$ cat src/rtl/seq_alu_disp.sv
// seq_alu_disp
//   Multi-cycle ALU with seven-segment display output. An operation is
//   requested with start while the block is idle. The block computes add,
//   subtract, shift-add multiply or restoring divide. It then converts the
//   displayable value to BCD with a sequential double-dabble. The result,
//   the error flag and the segment pattern are presented together on the
//   done cycle.
//
// Ports
//   clk    in   rising-edge clock
//   rst_n  in   asynchronous active-low reset
//   start  in   operation request, sampled only while busy=0
//   a, b   in   WIDTH-bit unsigned operands
//   func   in   opcode: 000 add, 001 sub, 010 mul, 011 div, 1xx reserved
//   busy   out  high from the accepting edge through the done cycle
//   done   out  one-cycle pulse when out/err/seg carry a new result
//   out    out  2*WIDTH-bit registered result
//   err    out  registered error / negative-difference flag
//   seg    out  DIGITS active-low digits, digit i at seg[7i+6:7i], {g..a}
module seq_alu_disp #(
    parameter int WIDTH  = 6,
    parameter int DIGITS = 4
) (
    input  logic                  clk,
    input  logic                  rst_n,
    input  logic                  start,
    input  logic [WIDTH-1:0]      a,
    input  logic [WIDTH-1:0]      b,
    input  logic [2:0]            func,
    output logic                  busy,
    output logic                  done,
    output logic [2*WIDTH-1:0]    out,
    output logic                  err,
    output logic [7*DIGITS-1:0]   seg
);

    localparam int RW = 2 * WIDTH;
    localparam int BW = 4 * DIGITS;
    localparam int SW = 7 * DIGITS;
    localparam int CW = $clog2(RW + 1);

    localparam logic [2:0] F_ADD = 3'b000;
    localparam logic [2:0] F_SUB = 3'b001;
    localparam logic [2:0] F_MUL = 3'b010;
    localparam logic [2:0] F_DIV = 3'b011;

    localparam logic [6:0] SEG_DASH  = 7'b0111111;
    localparam logic [6:0] SEG_BLANK = 7'b1111111;

    function automatic longint unsigned pow10(input int n);
        longint unsigned p;
        p = 1;
        for (int i = 0; i < n; i++) p = p * 10;
        return p;
    endfunction

    // Largest value that fits on the display; anything above shows dashes.
    localparam longint unsigned DISP_MAX = pow10(DIGITS) - 1;

    function automatic logic [6:0] seg_digit(input logic [3:0] d);
        logic [6:0] s;
        case (d)
            4'd0:    s = 7'b1000000;
            4'd1:    s = 7'b1111001;
            4'd2:    s = 7'b0100100;
            4'd3:    s = 7'b0110000;
            4'd4:    s = 7'b0011001;
            4'd5:    s = 7'b0010010;
            4'd6:    s = 7'b0000010;
            4'd7:    s = 7'b1111000;
            4'd8:    s = 7'b0000000;
            4'd9:    s = 7'b0010000;
            default: s = SEG_BLANK;
        endcase
        return s;
    endfunction

    // Leading zeros blank from the top down; digit 0 always shows.
    function automatic logic [SW-1:0] seg_encode(input logic [BW-1:0] bcd,
                                                 input logic          dash);
        logic [SW-1:0] s;
        logic          lead;
        s    = '1;
        lead = 1'b1;
        for (int i = DIGITS - 1; i >= 0; i--) begin
            if (dash) begin
                s[7*i +: 7] = SEG_DASH;
            end else if (lead && (i != 0) && (bcd[4*i +: 4] == 4'd0)) begin
                s[7*i +: 7] = SEG_BLANK;
            end else begin
                lead        = 1'b0;
                s[7*i +: 7] = seg_digit(bcd[4*i +: 4]);
            end
        end
        return s;
    endfunction

    localparam logic [SW-1:0] SEG_RST = seg_encode('0, 1'b0);

    // Double-dabble correction: every BCD nibble >= 5 gets +3 before a shift.
    function automatic logic [BW-1:0] dabble_adj(input logic [BW-1:0] bcd);
        logic [BW-1:0] r;
        r = bcd;
        for (int i = 0; i < DIGITS; i++) begin
            if (r[4*i +: 4] >= 4'd5) r[4*i +: 4] = r[4*i +: 4] + 4'd3;
        end
        return r;
    endfunction

    typedef enum logic [1:0] {
        S_IDLE,
        S_CALC,
        S_CONV,
        S_DONE
    } state_t;

    state_t           state_q, state_d;
    logic [CW-1:0]    cnt_q;

    // Operation registers (loaded on accept, no reset needed).
    logic [2:0]       func_r;
    logic [WIDTH-1:0] a_r, b_r;
    logic [RW-1:0]    acc_r, mcand_r;
    logic [WIDTH-1:0] mplier_r, rem_r, quot_r;
    logic [RW-1:0]    res_r;
    logic             err_r, dash_r;
    logic [RW-1:0]    sh_r;
    logic [BW-1:0]    bcd_r;

    logic [CW-1:0]    calc_len;
    logic             calc_last, conv_last;

    logic [RW-1:0]    mul_acc_nxt;
    logic [WIDTH:0]   rem_sh;
    logic             div_ge;
    logic [WIDTH-1:0] rem_nxt, quot_nxt;

    logic [WIDTH:0]   sum;
    logic [WIDTH-1:0] absdiff;
    logic [RW-1:0]    res_nxt, disp_nxt;
    logic             err_nxt, dash_nxt;

    logic [BW+RW-1:0] dd_cat;
    logic [BW-1:0]    bcd_nxt;
    logic [RW-1:0]    sh_nxt;

    assign calc_len  = ((func_r == F_MUL) || (func_r == F_DIV)) ? CW'(WIDTH) : CW'(1);
    assign calc_last = (cnt_q == calc_len - CW'(1));
    assign conv_last = (cnt_q == CW'(RW - 1));

    // Shift-add multiply step, LSB of the multiplier first.
    assign mul_acc_nxt = acc_r + (mplier_r[0] ? mcand_r : '0);

    // Restoring divide step: bring down the next dividend bit (MSB first),
    // subtract the divisor only when it fits.
    assign rem_sh   = {rem_r, quot_r[WIDTH-1]};
    assign div_ge   = (rem_sh >= {1'b0, b_r});
    assign rem_nxt  = div_ge ? WIDTH'(rem_sh - {1'b0, b_r}) : rem_sh[WIDTH-1:0];
    assign quot_nxt = {quot_r[WIDTH-2:0], div_ge};

    assign sum     = {1'b0, a_r} + {1'b0, b_r};
    assign absdiff = (a_r < b_r) ? (b_r - a_r) : (a_r - b_r);

    always_comb begin
        res_nxt  = '0;
        err_nxt  = 1'b0;
        dash_nxt = 1'b0;
        case (func_r)
            F_ADD: res_nxt = RW'(sum);
            F_SUB: begin
                res_nxt = RW'(absdiff);
                err_nxt = (a_r < b_r);
            end
            F_MUL: res_nxt = mul_acc_nxt;
            F_DIV: begin
                if (b_r == '0) begin
                    res_nxt  = '1;
                    err_nxt  = 1'b1;
                    dash_nxt = 1'b1;
                end else begin
                    res_nxt = {rem_nxt, quot_nxt};
                end
            end
            default: begin
                err_nxt  = 1'b1;
                dash_nxt = 1'b1;
            end
        endcase
        // A successful divide displays only the quotient.
        disp_nxt = (func_r == F_DIV) ? RW'(quot_nxt) : res_nxt;
        if (64'(disp_nxt) > DISP_MAX) dash_nxt = 1'b1;
    end

    assign dd_cat  = {dabble_adj(bcd_r), sh_r} << 1;
    assign bcd_nxt = dd_cat[RW +: BW];
    assign sh_nxt  = dd_cat[RW-1:0];

    always_comb begin
        state_d = state_q;
        busy    = 1'b0;
        done    = 1'b0;
        case (state_q)
            S_IDLE: begin
                if (start) state_d = S_CALC;
            end
            S_CALC: begin
                busy = 1'b1;
                if (calc_last) state_d = S_CONV;
            end
            S_CONV: begin
                busy = 1'b1;
                if (conv_last) state_d = S_DONE;
            end
            S_DONE: begin
                busy    = 1'b1;
                done    = 1'b1;
                state_d = S_IDLE;
            end
            default: state_d = S_IDLE;
        endcase
    end

    always_ff @(posedge clk or negedge rst_n) begin
        if (!rst_n) begin
            state_q <= S_IDLE;
            cnt_q   <= '0;
            out     <= '0;
            err     <= 1'b0;
            seg     <= SEG_RST;
        end else begin
            state_q <= state_d;
            if (state_d != state_q) begin
                cnt_q <= '0;
            end else if ((state_q == S_CALC) || (state_q == S_CONV)) begin
                cnt_q <= cnt_q + CW'(1);
            end
            // The final BCD shift and the output load share this edge.
            if ((state_q == S_CONV) && conv_last) begin
                out <= res_r;
                err <= err_r;
                seg <= seg_encode(bcd_nxt, dash_r);
            end
        end
    end

    always_ff @(posedge clk) begin
        case (state_q)
            S_IDLE: begin
                if (start) begin
                    a_r      <= a;
                    b_r      <= b;
                    func_r   <= func;
                    acc_r    <= '0;
                    mcand_r  <= RW'(a);
                    mplier_r <= b;
                    rem_r    <= '0;
                    quot_r   <= a;
                end
            end
            S_CALC: begin
                if (func_r == F_MUL) begin
                    acc_r    <= mul_acc_nxt;
                    mcand_r  <= mcand_r << 1;
                    mplier_r <= mplier_r >> 1;
                end
                // Divide by zero skips the iterations but keeps the timing.
                if ((func_r == F_DIV) && (b_r != '0)) begin
                    rem_r  <= rem_nxt;
                    quot_r <= quot_nxt;
                end
                if (calc_last) begin
                    res_r  <= res_nxt;
                    err_r  <= err_nxt;
                    dash_r <= dash_nxt;
                    sh_r   <= disp_nxt;
                    bcd_r  <= '0;
                end
            end
            S_CONV: begin
                sh_r  <= sh_nxt;
                bcd_r <= bcd_nxt;
            end
            default: ;
        endcase
    end

endmodule

$ cat config.mk
export PLATFORM = sky130hd
export DESIGN_NAME = seq_alu_disp
export DESIGN_NICKNAME = d
export VERILOG_FILES = /design/src/rtl/seq_alu_disp.sv
export SDC_FILE = /design/constraint.sdc
export NUM_CORES = 1
export LEC_CHECK = 0
export CORE_MARGIN = 10
export CORE_UTILIZATION = 40
export CTS_BUF_LIST = sky130_fd_sc_hd__clkbuf_16
export CTS_CLUSTER_DIAMETER = 40
export DETAILED_ROUTE_END_ITERATION = 6
export PLACE_DENSITY = 0.54
export SLEW_MARGIN = 20
export SYNTH_ARGS = -nofsm -noshare
export SYNTH_HDL_FRONTEND = slang
export SYNTH_SLANG_ARGS = --single-unit
$ cat constraint.sdc
create_clock -name clk -period 4.4 [get_ports clk]
set_clock_uncertainty 0.15 [all_clocks]
set_input_delay 0.88 -clock clk [delete_from_list [all_inputs] [get_ports clk]]
set_output_delay 0.88 -clock clk [all_outputs]
set_load 0.02 [all_outputs]
==> impl_metrics.env <==
export IMPL_synth_top_flop_cell="edfxtp_1"
export IMPL_dieArea_sq_um=27800
export IMPL_cts_tree="done"
export IMPL_outcome="finished, final reports clean"
export IMPL_fillers=1979
export IMPL_p_leak_nw=4.195
export IMPL_drtIter0Drc=290
export IMPL_drv_slew=0
export IMPL_synth_top_area_cell="edfxtp_1"
export IMPL_drive_above_1_share_pct=9.249
export IMPL_root_buffer="clkbuf_16"
export IMPL_ir_drop_v=0.0003219
export IMPL_drc=0
export IMPL_cp_end_kind="flop"
export IMPL_place_congestion=0.8699
export IMPL_grt_overflow_total=0
export IMPL_antenna_left=0
export IMPL_final_common_cell="nand2_1"
export IMPL_cts_sinks=146
export IMPL_synth_net_count=936
export IMPL_maxCapViolations=0
export IMPL_synth_edff_count=99
export IMPL_mostFrequentLayoutCells="nand2_1 (113), edfxtp_1 (99), nor2_1 (84), ha_1 (67), clkdlybuf4s50_1 (59)"
export IMPL_clock_fmax_mhz=319.2
export IMPL_setup_viol=0
export IMPL_syn_inst=846
export IMPL_ys_ff_latch=146
export IMPL_die_h_um=166.7
export IMPL_cp_slowest_cell="edfxtp_1"
export IMPL_clock_latency_ns=0.42
export IMPL_yosysTopAreaCellShare_pct=34.52
export IMPL_finalSetupTns_ns=0
export IMPL_post_cts_setup_buffers=0
export IMPL_fp_row_count=53
export IMPL_syn_area_per_cell_sq_um=10.18
export IMPL_worst_slew_pin_slew_ns=0.8464
export IMPL_crit_fanout=16
export IMPL_wl_per_cell_um=18.09
export IMPL_antenna_found_initial=0
export IMPL_holdBufCountCts=0
export IMPL_post_route_period_util_pct=71.20
export IMPL_min_period_ns=3.133
export IMPL_dp_hpwl_um=16530
export IMPL_cts_buffers=17
export IMPL_ys_seq_area_share_pct=48.50
export IMPL_nets=996
export IMPL_cts_clk_slew_worst_paths_ns=0.06
export IMPL_synth_area_sq_um=8612
export IMPL_wirelength_um=21600
export IMPL_grt_setup_unrepaired="false"
export IMPL_grt_pass1_vias=6474
export IMPL_synth_area_leaders="edfxtp_1 (35%), ha_1 (9.7%), dfrtp_1 (7.3%), dfstp_2 (6.7%), nand2_1 (4.9%)"
export IMPL_chipWidth_um=166.7
export IMPL_powerDensity_nw_per_um2=759.9
export IMPL_port_buffers=60
export IMPL_track_usage_pct=15.57
export IMPL_critPathMaxStageDelay_ns=0.67
export IMPL_core_sq_um=21090
export IMPL_grt_max_degree=48
export IMPL_num_io_pins=61
export IMPL_ys_async_sr_fraction_pct=32.19
export IMPL_worstSetupPathType="flop to flop"
export IMPL_total_power_mw=7.653
export IMPL_finalNonFillerCells=1194
export IMPL_synth_warnings=0
export IMPL_crit_top_cell="buf_4"
export IMPL_num_vias=6332
export IMPL_slew_headroom_pct=43.57
export IMPL_area_delta_synth_final_pct=16.96
export IMPL_crit_required_ns=4.36
export IMPL_diodes=0
export IMPL_arrival_ns=3.09
export IMPL_cts_max_path_buffers=2
export IMPL_synth_distinct_cells=73
export IMPL_startpoint_type="flop"
export IMPL_final_hold_violation_count=0
export IMPL_hp_class="flop to flop"
export IMPL_dp_cells=1162
export IMPL_h_tree_depth=4
export IMPL_cts_resized=0
export IMPL_first_pass_iters=4
export IMPL_initial_core_util_pct=40.84
export IMPL_avgViaCountPerCell=5.303
export IMPL_path_cells="nor2b_1 -> nor2_1 -> nor4_1 -> and2_1 -> buf_4 -> a21o_1 -> buf_4"
export IMPL_grt_pass1_wl_um=35460
flip-flops by register name, summed over array words and instances, names as in the netlist, 12 cells and up:
signal,cells
out,12
mcand_r,12
acc_r,12
seg,28
res_r,12
sh_r,12
bcd_r,16
routing by layer:
| metal | GRT usage (%) | part of all wire (%) | up-vias |
|---|---|---|---|
| met4 | 3.436 | 0.64 | 0 |
| met1 | 19.56 | 46 | 3103 |
| met2 | 27.07 | 50 | 108 |
| li1 | - | - | 3114 |
| met5 | 0 | 0 | - |
| met3 | 2.965 | 3.3 | 7 |
metrics by stage:
stage / utilization [%] / setup WS (ns) / hold WS [ns] / area [sq um]
finish: 47.76 / 1.267 / 0.2927 / 10070
global route: 47.76 / 0.9593 / 0.3192 / 10070
CTS: 47.75 / 1.240 / 0.2948 / 10070
detailed placement: 45.11 / 1.263 / 0.2796 / 9513
global placement: 45.11 / 1.412 / 0.2786 / 9513
floorplan: - / 0.9080 / 0.2646 / 8612
path summary, 6_finish.rpt:
kind                           start        to  slack [ns]  cells after the start
hold reg to reg             res_r[4]    out[4]        0.29                      2
setup / recovery           func_r[1]  bcd_r[0]        1.27                      7
max in group asynchronous      rst_n    out[6]        3.37                      1
min in group asynchronous      rst_n    seg[0]        0.32                      1
hold / removal              res_r[4]    out[4]        0.29                      2
setup reg to reg           func_r[1]  bcd_r[0]        1.27                      7
area by class of cell:
cell class	count	area (sq um)	area share (%)
repair buffers	69	665.6	6.609
clock buffers	19	475.5	4.720
inverters	50	187.7	1.863
flip-flops and latches	146	4177	41.47
well taps	275	344.1	3.416
multi-input cells	622	4141	41.12
clock inverters	13	81.33	0.8075
Yosys cell counts, drive strengths merged, types with 10 or more instances:
| library cell | number |
|---|---|
| nand2 | 113 |
| edfxtp | 99 |
| nor2 | 85 |
| ha | 67 |
| a21oi | 51 |
| inv | 49 |
| o21ai | 41 |
| and2 | 35 |
| dfrtp | 25 |
| clkbuf | 23 |
| dfstp | 22 |
| a21o | 20 |
| xnor2 | 19 |
| mux2i | 14 |
| nand3 | 13 |
| nand2b | 12 |
| nor2b | 12 |
| nor3 | 12 |
| mux2 | 11 |
| nor3b | 10 |
| o21a | 10 |
critical path: cells and delay by family (launching register included):
kind / cells / cell delay (ns)
buffers and inverters: 2 / 0.59
and+or+nand+nor: 4 / 0.94
DFF: 1 / 0.67
AOI/OAI and AO/OA: 1 / 0.47
cells by family (layout without fill, tap and decap cells):
logic type | count (synthesis) | after routing | share of synthesized area, %
flip-flops | 146 | 146 | 48.50
AND/OR/NAND/NOR | 311 | 311 | 16.98
XOR/XNOR | 24 | 24 | 2.441
multiplexers | 25 | 25 | 3.109
buffers and inverters | 78 | 151 | 3.458
AO/OA/AOI/OAI | 190 | 190 | 14.62
adder cells (fa/ha/maj) | 72 | 72 | 10.90
power breakdown:
| part | internal [mW] | switching (mW) | total [mW] | leakage [nW] |
|---|---|---|---|---|
| clock | 0.785 | 0.587 | 1.37 | 0.291 |
| sequential | 2.13 | 0.312 | 2.44 | 1.52 |
| combinational | 1.45 | 2.38 | 3.84 | 2.39 |
(Power assumes the default switching activity.)
==> RTL change: new RTL, same flow settings <==
Re-encode `state_t` (4 states) as one-hot, 4 bits wide.
--- a/src/rtl/seq_alu_disp.sv
+++ b/src/rtl/seq_alu_disp.sv
@@ -108,9 +108,9 @@
     endfunction
 
-    typedef enum logic [1:0] {
-        S_IDLE,
-        S_CALC,
-        S_CONV,
-        S_DONE
+    typedef enum logic [3:0] {
+        S_IDLE = 4'b0001,
+        S_CALC = 4'b0010,
+        S_CONV = 4'b0100,
+        S_DONE = 4'b1000
     } state_t;
 
Function: no difference found for any inputs over 10 cycles, from zero or initial values and one cycle with rst_n low; not proved beyond that.
==> RTL change against the unedited design <==
Non-clock buffer count is 1 lower. Critical path depth is 1 lower. Routed wire length shrank 4.3%. Via count is 2.1% lower. Worst setup slack got worse by 0.38 ns. Area after synthesis down 1.9%. Sequential cell count increased by 2. Total power is 23% lower. Largest cell class unchanged. Worst hold slack worse by 0.0017 ns. Cell area down 0.48%.
==> RTL change: results (changes against the unedited design) <==
Critical path
  – Peak per-stage delay on the critical path: 0.60 ns (-0.07 ns)
  – CP Data Arrival Time: 2.49 ns (-0.60 ns)
  – Crit path max fanout: 35 (+19)

Routing
  – DR iter-0 viols: 496 (+71%)
  – Pre-antenna DRT Iters: 5 (+1)
  – Vias per inst: 5.27 (-0.63%)
  – Routed WL per cell: 17.6 um (-2.8%)

Pwr
  – Switching pwr: 2.16 mW (-34%)
  – Leakage power: 4.13 nW (-1.6%)

Synthesis
  – Area contributors post-synth: edfxtp_1 35%, ha_1 9.2%, dfrtp_1 7.7%
  – Mapped Nets: 915 (-2.2%)
  – Post-synthesis cell type count: 66 (-9.6%)
  – Register area share after synthesis: 50.1% (+1.6 points)
  – Synth Instances: 830 (-1.9%)
  – Top post-synthesis cells by count: 133 x nand2_1, 99 x edfxtp_1, 79 x nor2_1

Placement
  – Hpwl dp: 15.4 mm (-6.8%)
  – Area after DPL: 9340 um2 (-1.8%)
  – Placement Setup Slack: 1.26 ns (-0.00678 ns)

GRT
  – Total GRT Usage: 15.5% (-0.024 points)
  – Vias in the first global route: 6,385 (-1.4%)
  – Wire length of the first global-routing pass: 33.6 mm (-5.3%)
  – Largest net degree at the start of global routing: 50 (+4.2%)

Worst hold path
  – Worst Hold Launch: err_r

Status
  – Status: finished, final reports clean

Finish
  – Nets: 973 (-2.3%)
==> RTL change: cell types whose count changed after synthesis, moves of 6 or more <==
cell      delta
nand2_1     +20
a21o_1      -13
o22a_1      +11
a211oi_1     +6
mux2_2       -6
nor3_1       -6
==> RTL change: tightest hold or removal path: cells and delay by family (launching register included) <==
family           cells  cell delay, ns
AND/OR/NAND/NOR      2            0.09
flip-flops           1            0.32
==> RTL change: cell type report <==
| cell class | count | area [um2] |
|---|---|---|
| inverter | 47 | 176 |
| clock buffer | 17 | 425 |
| tap | 275 | 344 |
| sequential | 148 | 4230 |
| clock inverter | 15 | 251 |
| timing repair buffer | 68 | 666 |
| multi-input combinational | 606 | 3930 |
| fill | 1965 | 10900 |
==> RTL change: per-layer routing <==
layer | track usage, % | wire length (um) | up-vias
li1 | - | - | 3030
met1 | 21.3 | 9880 | 3002
met2 | 24.4 | 9450 | 147
met3 | 3.05 | 1090 | 18
met4 | 4.55 | 252 | 0
met5 | 0 | 0 | -
==> RTL change: worst paths after layout <==
| kind | slack [ns] | depth (start not counted) | endpoint |
|---|---|---|---|
| worst max-delay path | 0.88 | 6 | busy |
| worst min-delay path | 0.29 | 2 | err |
| worst max register to register | 1.23 | 11 | seg[10] |
| worst min register to register | 0.29 | 2 | err |
| max in group asynchronous | 3.34 | 1 | out[9] |
| min in group asynchronous | 0.33 | 1 | cnt_q[0] |
==> RTL change: cells by family after synthesis <==
family	Yosys count	share of synthesized area, %
simple gates	312	17.2
compound gates	184	14.2
flops	148	50.1
buf+inv	76	3.50
fa+ha+maj	67	10.4
xor+xnor	28	2.90
mux	15	1.84
